File: src/rtl/reg_file_param.sv
// reg_file_param: parametrised ID-stage register file.
//   NUM_RD combinational read ports, one posedge write port, optional
//   hardwired-zero entry 0, optional write-to-read bypass, per-entry pending
//   (scoreboard) bits, and a sweep FSM that zeroes the array after reset or
//   on clear_req.
// Ports:
//   clock, reset_n      clock, synchronous active-low reset
//   rd_addr / rd_data   packed read ports, port k at [k*W +: W]
//   rd_pending          pending bit per read port
//   wr_en/addr/data     write port
//   mark_en/mark_addr   set pending bit of an issued destination
//   clear_req           one-cycle request to re-sweep the array
//   ready               array valid; low while sweeping

// Per-read-port priority mux: zero entry, then bypass, then array.
module reg_file_rd_port #(
    parameter int DATA_W   = 32,
    parameter int ADDR_W   = 5,
    parameter int ZERO_REG = 1,
    parameter int BYPASS   = 1
) (
    input  logic              run,
    input  logic [ADDR_W-1:0] addr,
    input  logic [DATA_W-1:0] ent_data,
    input  logic              ent_pend,
    input  logic              wr_en,
    input  logic [ADDR_W-1:0] wr_addr,
    input  logic [DATA_W-1:0] wr_data,
    output logic [DATA_W-1:0] data,
    output logic              pend
);
    always_comb begin
        data = '0;
        pend = 1'b0;
        if (run) begin
            if (ZERO_REG != 0 && addr == '0) begin
                data = '0;
                pend = 1'b0;
            end else if (BYPASS != 0 && wr_en && wr_addr == addr) begin
                // The completing write is the value; nothing left pending.
                data = wr_data;
                pend = 1'b0;
            end else begin
                data = ent_data;
                pend = ent_pend;
            end
        end
    end
endmodule

module reg_file_param #(
    parameter int DATA_W   = 32,
    parameter int ADDR_W   = 5,
    parameter int NUM_RD   = 2,
    parameter int ZERO_REG = 1,
    parameter int BYPASS   = 1
) (
    input  logic                     clock,
    input  logic                     reset_n,
    input  logic [NUM_RD*ADDR_W-1:0] rd_addr,
    output logic [NUM_RD*DATA_W-1:0] rd_data,
    output logic [NUM_RD-1:0]        rd_pending,
    input  logic                     wr_en,
    input  logic [ADDR_W-1:0]        wr_addr,
    input  logic [DATA_W-1:0]        wr_data,
    input  logic                     mark_en,
    input  logic [ADDR_W-1:0]        mark_addr,
    input  logic                     clear_req,
    output logic                     ready
);
    localparam int DEPTH = 2**ADDR_W;

    typedef enum logic {ST_CLEAR = 1'b0, ST_RUN = 1'b1} state_t;

    state_t              state, state_d;
    logic [ADDR_W-1:0]   clr_cnt, clr_cnt_d;
    logic [DATA_W-1:0]   mem [DEPTH];
    logic [DEPTH-1:0]    pend_q, pend_d;
    logic                run;
    logic                mem_we;
    logic [ADDR_W-1:0]   mem_wa;
    logic [DATA_W-1:0]   mem_wd;

    // State register
    always_ff @(posedge clock) begin
        if (!reset_n) begin
            state   <= ST_CLEAR;
            clr_cnt <= '0;
        end else begin
            state   <= state_d;
            clr_cnt <= clr_cnt_d;
        end
    end

    // Next state
    always_comb begin
        state_d   = state;
        clr_cnt_d = clr_cnt;
        case (state)
            ST_CLEAR: begin
                clr_cnt_d = clr_cnt + 1'b1;
                if (clr_cnt == ADDR_W'(DEPTH-1)) state_d = ST_RUN;
            end
            default: begin
                if (clear_req) begin
                    state_d   = ST_CLEAR;
                    clr_cnt_d = '0;
                end
            end
        endcase
    end

    // Outputs / array write control. ready tracks RUN exactly, so it is
    // taken straight from the state flop.
    always_comb begin
        run    = (state == ST_RUN);
        ready  = run;
        mem_we = 1'b0;
        mem_wa = clr_cnt;
        mem_wd = '0;
        if (reset_n) begin
            if (!run) begin
                mem_we = 1'b1;
            end else if (wr_en && !clear_req &&
                         !(ZERO_REG != 0 && wr_addr == '0)) begin
                mem_we = 1'b1;
                mem_wa = wr_addr;
                mem_wd = wr_data;
            end
        end
    end

    // Array has no reset; the sweep is what initialises it.
    always_ff @(posedge clock) begin
        if (mem_we) mem[mem_wa] <= mem_wd;
    end

    // Scoreboard: clear on write first, then mark, so a same-cycle mark wins.
    always_comb begin
        pend_d = pend_q;
        if (run && !clear_req) begin
            if (wr_en)   pend_d[wr_addr]   = 1'b0;
            if (mark_en) pend_d[mark_addr] = 1'b1;
        end else begin
            pend_d = '0;
        end
        if (ZERO_REG != 0) pend_d[0] = 1'b0;
    end

    always_ff @(posedge clock) begin
        if (!reset_n) pend_q <= '0;
        else          pend_q <= pend_d;
    end

    for (genvar k = 0; k < NUM_RD; k++) begin : g_rd
        logic [ADDR_W-1:0] a_k;
        assign a_k = rd_addr[k*ADDR_W +: ADDR_W];
        reg_file_rd_port #(
            .DATA_W(DATA_W), .ADDR_W(ADDR_W), .ZERO_REG(ZERO_REG), .BYPASS(BYPASS)
        ) u_port (
            .run      (run),
            .addr     (a_k),
            .ent_data (mem[a_k]),
            .ent_pend (pend_q[a_k]),
            .wr_en    (wr_en),
            .wr_addr  (wr_addr),
            .wr_data  (wr_data),
            .data     (rd_data[k*DATA_W +: DATA_W]),
            .pend     (rd_pending[k])
        );
    end
endmodule

File: config.mk
export PLATFORM = sky130hd
export DESIGN_NAME = reg_file_param
export DESIGN_NICKNAME = d
export VERILOG_FILES = /design/src/rtl/reg_file_param.sv
export SDC_FILE = /design/constraint.sdc
export NUM_CORES = 1
export LEC_CHECK = 0
export CELL_PAD_IN_SITES_DETAIL_PLACEMENT = 1
export CELL_PAD_IN_SITES_GLOBAL_PLACEMENT = 1
export CORE_ASPECT_RATIO = 0.75
export CORE_UTILIZATION = 36
export DETAILED_ROUTE_END_ITERATION = 16
export HOLD_SLACK_MARGIN = 0.08
export PLACE_DENSITY = 0.57
export SLEW_MARGIN = 40
export SYNTH_ARGS = -nofsm -noshare
export SYNTH_HDL_FRONTEND = slang
export SYNTH_SLANG_ARGS = --single-unit
File: constraint.sdc
create_clock -name clock -period 13.5 [get_ports clock]
set_clock_uncertainty 0.1 [all_clocks]
set_input_delay 2.7 -clock clock [delete_from_list [all_inputs] [get_ports clock]]
set_output_delay 2.7 -clock clock [all_outputs]
set_load 0.01 [all_outputs]
==> metrics.log, run 1 <==
INFO  metric run_status = finished, final reports clean
INFO  metric cp_cell_sequence = buf_8 > buf_12 > buf_16 > buf_4 > mux4_2 > mux4_2 > mux2i_1 > a21oi_1 > clkdlybuf4s50_1
INFO  metric grt_start_max_net_pins = 111
INFO  metric timing.critical_path.buf_inv = 5
INFO  metric design_area = about 58000 µm²
INFO  metric cts.sinks = roughly 1.1k
INFO  metric finish.net_count = ~2.8k
INFO  metric finalCritPeriodShare = a little over two thirds
INFO  metric post_synth_main_area_contributors = edfxtp_1 (61%), mux4_2 (25%), mux2i_1 (4.2%), dfxtp_1 (1.5%), o21ai_0 (0.99%)
INFO  metric worst_path_most_repeated_cell = mux4_2
INFO  metric synth_edf_count = slightly above 1k
INFO  metric die-area = between 100000 and 150000 µm²
INFO  metric rsz_0062_raised_after_global_routing = false
INFO  metric synth.yosys.warnings = 0
INFO  metric h-tree-depth = 3
INFO  metric fmax = around 110 MHz
INFO  metric fp.coreArea = 138900 µm²
INFO  metric postSynthRegisterBits = between 1k and 1.5k
INFO  metric area_growth_syn_to_layout = 14.68%
INFO  metric cpPeakStageDelay = between 0.5 and 0.6 ns
INFO  metric ir_worst_vdd = ~0.00011 V
INFO  metric die_height = 327.1 µm
INFO  metric grt_antenna_before_repair = 3
INFO  metric leakage_power = ~0.016 µW
INFO  metric dpl.hpwl = between 90000 and 100000 µm
INFO  metric setup.worst_path.end_class = primary output
INFO  metric ant_nets = 0
INFO  metric critical-path-slowest-cell = mux4_2
INFO  metric timing.critical_path.arrival = roughly 6.6 ns
INFO  metric timing.max_slew.rel_slack = roughly two fifths
INFO  metric first_pass_grt_wire_length = approximately 240000 µm
INFO  metric cp-start-kind = primary input
INFO  metric power_density_of_the_placed_cells = between 100 and 150 nW/µm²
INFO  metric viasPerCell = between 6 and 7
INFO  metric worst-path-max-fanout = 50
INFO  metric fp-row-count = roughly 120
INFO  metric ff_latch_area = roughly 31000 µm²
INFO  metric initial_core_util = between 30% and 40%
INFO  metric drt-total-wl = 172000 µm
INFO  metric yosys_most_used_dff = edfxtp_1
INFO  metric gpl.final_weighted_congestion = a little under 0.8
INFO  metric clk_pin_slew_worst_paths = roughly 0.060 ns
INFO  metric critPathRequiredTime = between 10 and 15 ns
INFO  metric fillers = approximately 13k
INFO  metric post_route_cells_drive_above_1_share = 32.86%
INFO  metric detail_route.iter0.violations = roughly 2.9k
INFO  metric max_capacitance_violation_count = 0
INFO  metric horizontal_extent_of_the_die = roughly 440 µm
INFO  metric final.min_clock_period = between 9 and 10 ns
INFO  metric cts_setup_buffers = 0
INFO  metric route.detailed.drc = 0
INFO  metric multi_input_comb_area = around 19000 µm²
INFO  metric synth.top_cell.area_share = between 60% and 70%
INFO  metric synth.yosys.seq_area_share = between 60% and 70%
INFO  metric grt_use_total = between 20% and 30%
INFO  metric cts.repair.resized = 0
INFO  metric hp-class = flop to flop
INFO  metric async_flop_share = 0%
INFO  metric family_with_the_most_delay_on_the_worst_path = buffers and inverters
INFO  metric cts_made_buffers = approximately 110
INFO  metric ctsHoldBuffers = 0
INFO  metric synth_largest_area_cell = edfxtp_1
INFO  metric tritoncts_clock_tree = yes
INFO  metric grt_pass1_vias = ~31k
INFO  metric critical_path_class = primary input to primary output
INFO  metric drt_first_pass_iters = 5
INFO  metric tightest_slew = about 0.9 ns
INFO  metric clockRootBuffer = clkbuf_16
INFO  metric io_pins = roughly 120
INFO  metric syn-instance-count = 2605
INFO  metric synthesized_cell_area = slightly above 50000 µm²
INFO  metric post_synth.cell_area_avg = roughly 20 µm²
INFO  metric synth_most_common_cell = edfxtp_1
INFO  metric finalSetupViolations = 0
INFO  metric ys_top_cells_by_count = edfxtp_1 (1024), mux4_2 (568), mux2i_1 (214)
INFO  metric grt_total_ovfl = 0
INFO  metric totalNegativeSetupSlack = 0 ns
INFO  metric wl_per_cell = 36.81 µm
INFO  metric placed_area = 54560 µm²
INFO  metric yosys.cell_types.count = 67
INFO  metric clk_latency = 0.72 ns
INFO  metric reg2reg_slack = around 9.4 ns
INFO  metric place.port_buffers = between 100 and 150
INFO  metric synth_nets = between 2k and 3k
INFO  metric timing_hold_violations_final = 0
INFO  metric cts_max_path_buffers = 3
INFO  metric report.final.slew_viol_count = 0
INFO  metric route.vias.total = 29.01k
## where the power goes
part | switching [µW] | total (µW) | leakage [µW] | internal (µW)
registers | 10.5 | 3590 | 0.00784 | 3580
logic | 258 | 429 | 0.00610 | 170
clock network | 1340 | 3080 | 0.00175 | 1740
## cell usage in the layout (no fill, tap or decap), types with 6 or more instances in the layout
cell type	netlist	routed
a2111oi_0	7	7
a21oi_1	97	97
a221oi_1	29	29
a22oi_1	7	7
a31oi_2	0	6
and2_1	39	9
and2_2	0	30
and3_1	8	8
buf_12	0	6
buf_16	0	8
buf_4	24	41
buf_6	12	28
buf_8	2	8
bufinv_16	0	11
clkbuf_1	77	25
clkbuf_16	0	113
clkdlybuf4s50_1	0	115
clkinv_1	0	27
clkinv_2	0	21
dfxtp_1	37	37
diode_2	0	6
edfxtp_1	1024	1024
mux2_2	7	7
mux2i_1	214	214
mux4_2	568	568
nand2_1	49	49
nand2b_1	8	8
nand3_1	9	7
nor2_1	63	30
nor2_4	0	33
nor2b_1	10	9
o21ai_0	100	100
o22ai_1	8	8
xor2_1	8	8
## kinds of logic after synthesis
kind of cell / after synthesis / synth area share (%)
flops: 1061 / 62.06
mux: 790 / 29.61
compound gates: 300 / 3.669
buf+inv: 222 / 2.224
simple gates: 220 / 2.212
xor+xnor: 10 / 0.1726
fa+ha+maj: 2 / 0.04931
## worst reg2reg max path: cells and delay by family, from the launching register on
family | cells | cell delay [ns]
compound gates | 1 | 0.23
flops | 1 | 0.41
buf+inv | 2 | 1.09
simple gates | 3 | 1.54
mux | 1 | 0.36
## state kept, by name (all words and copies together), names as in the netlist
signal	flops
clr_cnt	5
mem	1024
pend_q	31
ready	1
## layer usage
metal  wire length, µm  track usage [%]
met5                 0                0
met4              4156            6.323
met3             10450            3.158
met2             82550            39.25
met1             74800            34.36
## path summary, 6_finish.rpt
check                                            from                     to  cells after the start
worst min register to register  pend_q[16]$_SDFF_PN0_  pend_q[16]$_SDFF_PN0_                      2
worst min-delay path            pend_q[16]$_SDFF_PN0_  pend_q[16]$_SDFF_PN0_                      2
worst max register to register       ready$_SDFF_PN0_  mem[21][19]$_DFFE_PP_                      7
worst max-delay path                       rd_addr[0]            rd_data[18]                      9
## through the flow
step	cells	setup slack (ns)	util [%]	hold slack, ns	total power (µW)
after CTS	4665	3.941	41.84	0.3984	7163
after detailed placement	4459	3.950	39.27	0.3881	4092
after floorplan	2605	6.154	-	0.3603	3931
after global routing	4666	3.770	41.88	0.4255	7289
final	4672	4.072	41.89	0.3982	7100
after global placement	4443	3.923	38.91	0.3677	4080
## cell type report
class                      count  share of cell area [%]
antenna                        6                 0.02580
clock buffer                 138                   5.020
clock inverter                68                   1.101
inverter                       9                 0.07525
multi-input combinational   1322                   31.81
sequential                  1061                   54.11
tap                         1860                   3.999
timing repair buffer         208                   3.857
Note: power is estimated with default switching activity, not from simulation.
==> run 2: changes to the inputs <==
==> constraint.sdc (replaced) <==
create_clock -name clock -period 9.85 [get_ports clock]
set_clock_uncertainty 0.1 [all_clocks]
set_input_delay 1.97 -clock clock [delete_from_list [all_inputs] [get_ports clock]]
set_output_delay 1.97 -clock clock [all_outputs]
set_load 0.01 [all_outputs]
==> metrics.log, run 2 (same netlist as run 1, synthesis figures left out) <==
INFO  metric run_status = finished, final reports clean (unchanged)
INFO  metric grt_pass1_vias = 30.68k (was 31.17k)
INFO  metric area_growth_syn_to_layout = 15.06% (was 14.68%)
INFO  metric place.port_buffers = 123 (unchanged)
INFO  metric drt-total-wl = 171500 µm (was 172000 µm)
INFO  metric timing.rr.start = ready$_SDFF_PN0_ (unchanged)
INFO  metric detailroute.wirelength.met2 = 81770 µm (was 82550 µm)
INFO  metric ctsHoldBuffers = 0 (unchanged)
INFO  metric fin_util = 42.02% (was 41.89%)
INFO  metric detail_route.iter0.violations = 2860 (was 2883)
INFO  metric critical_path_class = primary input to primary output (unchanged)
INFO  metric leakage_power = 0.01577 µW (was 0.01569 µW)
INFO  metric initial_core_util = 36.52% (unchanged)
INFO  metric io_pins = 124 (unchanged)
INFO  metric finalSetupViolations = 0 (unchanged)
INFO  metric rsz_0062_raised_after_global_routing = false (unchanged)
INFO  metric largest-register = mem (unchanged)
INFO  metric grt_total_ovfl = 0 (unchanged)
INFO  metric fp-row-count = 118 (unchanged)
INFO  metric r2r_end = mem[17][19]$_DFFE_PP_ (was mem[21][19]$_DFFE_PP_)
INFO  metric setup.worst_path.end_class = primary output (unchanged)
INFO  metric cp_cell_sequence = buf_4 > buf_4 > buf_4 > nand2b_1 > o22ai_1 > a2111oi_0 > a211oi_1 > a21oi_1 > clkdlybuf4s50_1 (was buf_8 > buf_12 > buf_16 > buf_4 > mux4_2 > mux4_2 > mux2i_1 > a21oi_1 > clkdlybuf4s50_1)
INFO  metric viasPerCell = 6.204 (was 6.210)
INFO  metric cts.repair.resized = 0 (unchanged)
INFO  metric final_cell_mix = edfxtp_1 (1024), mux4_2 (568), mux2i_1 (214) (unchanged)
INFO  metric dp.cells = 4481 (was 4459)
INFO  metric cts_setup_buffers = 0 (unchanged)
INFO  metric route.vias.total = 29.04k (was 29.01k)
INFO  metric ir_worst_vdd = 0.0001574 V (was 0.0001094 V)
INFO  metric h-tree-depth = 3 (unchanged)
INFO  metric tightest_slew = 0.9044 ns (was 0.8869 ns)
INFO  metric totalNegativeSetupSlack = 0 ns (unchanged)
INFO  metric largestRegisters = mem x1024, pend_q x31, clr_cnt x5 (unchanged)
INFO  metric totalPowerFinal = 9574 µW (was 7100 µW)
INFO  metric ant_nets = 0 (unchanged)
INFO  metric route.detailed.drc = 0 (unchanged)
INFO  metric critical_path_sink = rd_data[29] (was rd_data[18])
INFO  metric post_route_cells_drive_above_1_share = 33.35% (was 32.86%)
INFO  metric fmax = approximately 130 MHz
INFO  metric cp-start-kind = primary input (unchanged)
INFO  metric tritoncts_clock_tree = yes (unchanged)
INFO  metric die_height = 327.1 µm (unchanged)
INFO  metric timing.max_slew.rel_slack = 39.35% (was 40.87%)
INFO  metric cts.sinks = 1061 (unchanged)
INFO  metric design_area = 58380 µm² (was 58190 µm²)
INFO  metric clk_pin_slew_worst_paths = 0.06 ns (about the same)
INFO  metric wl_met1 = 75380 µm (was 74800 µm)
INFO  metric die-area = 142500 µm² (unchanged)
INFO  metric reg2reg_slack = 5.21 ns (was 9.38 ns)
INFO  metric hp-class = flop to flop (unchanged)
INFO  metric drt_first_pass_iters = 5 (unchanged)
INFO  metric worst-path-max-fanout = 32 (was 50)
INFO  metric horizontal_extent_of_the_die = 435.5 µm (unchanged)
INFO  metric final.min_clock_period = just under 8 ns
INFO  metric max_capacitance_violation_count = 0 (unchanged)
INFO  metric cpPeakStageDelay = 0.70 ns (was 0.56 ns)
INFO  metric cts_made_buffers = 109 (was 112)
INFO  metric grt_start_max_net_pins = 77 (was 111)
INFO  metric timing.critical_path.from = rd_addr[2] (was rd_addr[0])
INFO  metric fp.coreArea = 138900 µm² (unchanged)
INFO  metric critPathRequiredTime = 7.78 ns (was 10.70 ns)
INFO  metric largest_register_ffs = 1024 (unchanged)
INFO  metric clockRootBuffer = clkbuf_16 (unchanged)
INFO  metric r2r.worst_path.cells = 8 (was 7)
INFO  metric first_pass_grt_wire_length = 241200 µm (was 243000 µm)
INFO  metric timing_hold_violations_final = 0 (unchanged)
INFO  metric worst_path_most_repeated_cell = buf_4 (was mux4_2)
INFO  metric clk_latency = 0.74 ns (was 0.72 ns)
INFO  metric grt_use_total = 23.99% (was 24.15%)
INFO  metric power_density_of_the_placed_cells = 164.0 nW/µm² (was 122.0 nW/µm²)
INFO  metric grt_antenna_before_repair = 5 (was 3)
INFO  metric dr_wl_met3 = 9933 µm (was 10450 µm)
INFO  metric gpl.final_weighted_congestion = 0.8120 (was 0.7941)
INFO  metric finish.cell_count_without_fillers = 4681 (was 4672)
INFO  metric report.final.slew_viol_count = 0 (unchanged)
INFO  metric top_layer = met5 (was met4)
INFO  metric dpl.hpwl = 98900 µm (was 96030 µm)
INFO  metric layout_commonest_cell = edfxtp_1 (unchanged)
INFO  metric finish.net_count = 2791 (was 2773)
INFO  metric finalCritPeriodShare = 79.59%
INFO  metric placed_area = 54960 µm² (was 54560 µm²)
INFO  metric wl_per_cell = 36.63 µm (was 36.81 µm)
INFO  metric cts_max_path_buffers = 3 (unchanged)
INFO  metric critical-path-slowest-cell = a2111oi_0 (was mux4_2)
INFO  metric timing.critical_path.arrival = 5.77 ns (was 6.63 ns)
[run 2: changes by cell type in the layout (fill, tap and decap cells not counted), moves of 2 or more]
cell        delta
a2111oi_0      -2
buf_6          -6
bufinv_16      -5
buf_4         +14
clkbuf_1       -5
buf_16         +7
clkinvlp_4     +3
clkinv_2       +2
buf_12         +7
diode_2        -4
[run 2: how the worst min path moves through the flow]
stage | slack, ns | from | depth (start not counted) | endpoint
after floorplan | 0.36 | pend_q[30]$_SDFF_PN0_ | 2 | pend_q[30]$_SDFF_PN0_
after global placement | 0.37 | pend_q[27]$_SDFF_PN0_ | 2 | pend_q[27]$_SDFF_PN0_
after detailed placement | 0.39 | pend_q[6]$_SDFF_PN0_ | 2 | pend_q[6]$_SDFF_PN0_
after CTS | 0.40 | pend_q[6]$_SDFF_PN0_ | 2 | pend_q[6]$_SDFF_PN0_
after global routing | 0.42 | pend_q[14]$_SDFF_PN0_ | 2 | pend_q[14]$_SDFF_PN0_
final | 0.40 | pend_q[3]$_SDFF_PN0_ | 2 | pend_q[3]$_SDFF_PN0_
[run 2: stage by stage]
step / hold slack (ns) / worst slack, ns
global route: 0.4209 / 1.950
floorplan: 0.3603 / 3.964
CTS: 0.3993 / 2.083
detailed placement: 0.3874 / 2.094
finish: 0.3968 / 2.011
global placement: 0.3669 / 2.120
[run 2: layer usage]
layer | up-vias | track usage [%]
li1 | 11501 | -
met1 | 16260 | 34.16
met2 | 1026 | 38.57
met3 | 252 | 3.837
met4 | 2 | 5.971
met5 | - | 0
[run 2: final cells by class]
cell class / instances / area, µm²
inverter: 9 / 46.29
sequential: 1061 / 31490
tap: 1860 / 2327
antenna: 2 / 5.005
timing repair buffer: 229 / 2600
clock buffer: 134 / 2917
clock inverter: 64 / 481.7
fill: 12952 / 80550
multi-input combinational: 1322 / 18520
[run 2: where the power goes]
group | switching (µW) | total (µW) | leakage, µW | internal [µW]
Sequential | 14.5 | 4920 | 0.00784 | 4910
Clock | 1800 | 4050 | 0.00167 | 2250
Combinational | 358 | 604 | 0.00626 | 245
[run 2: critical path, delay by kind of cell]
family,cells,cell delay [ns]
buffers and inverters,4,2.20
AOI/OAI and AO/OA,4,1.33
and+or+nand+nor,1,0.24
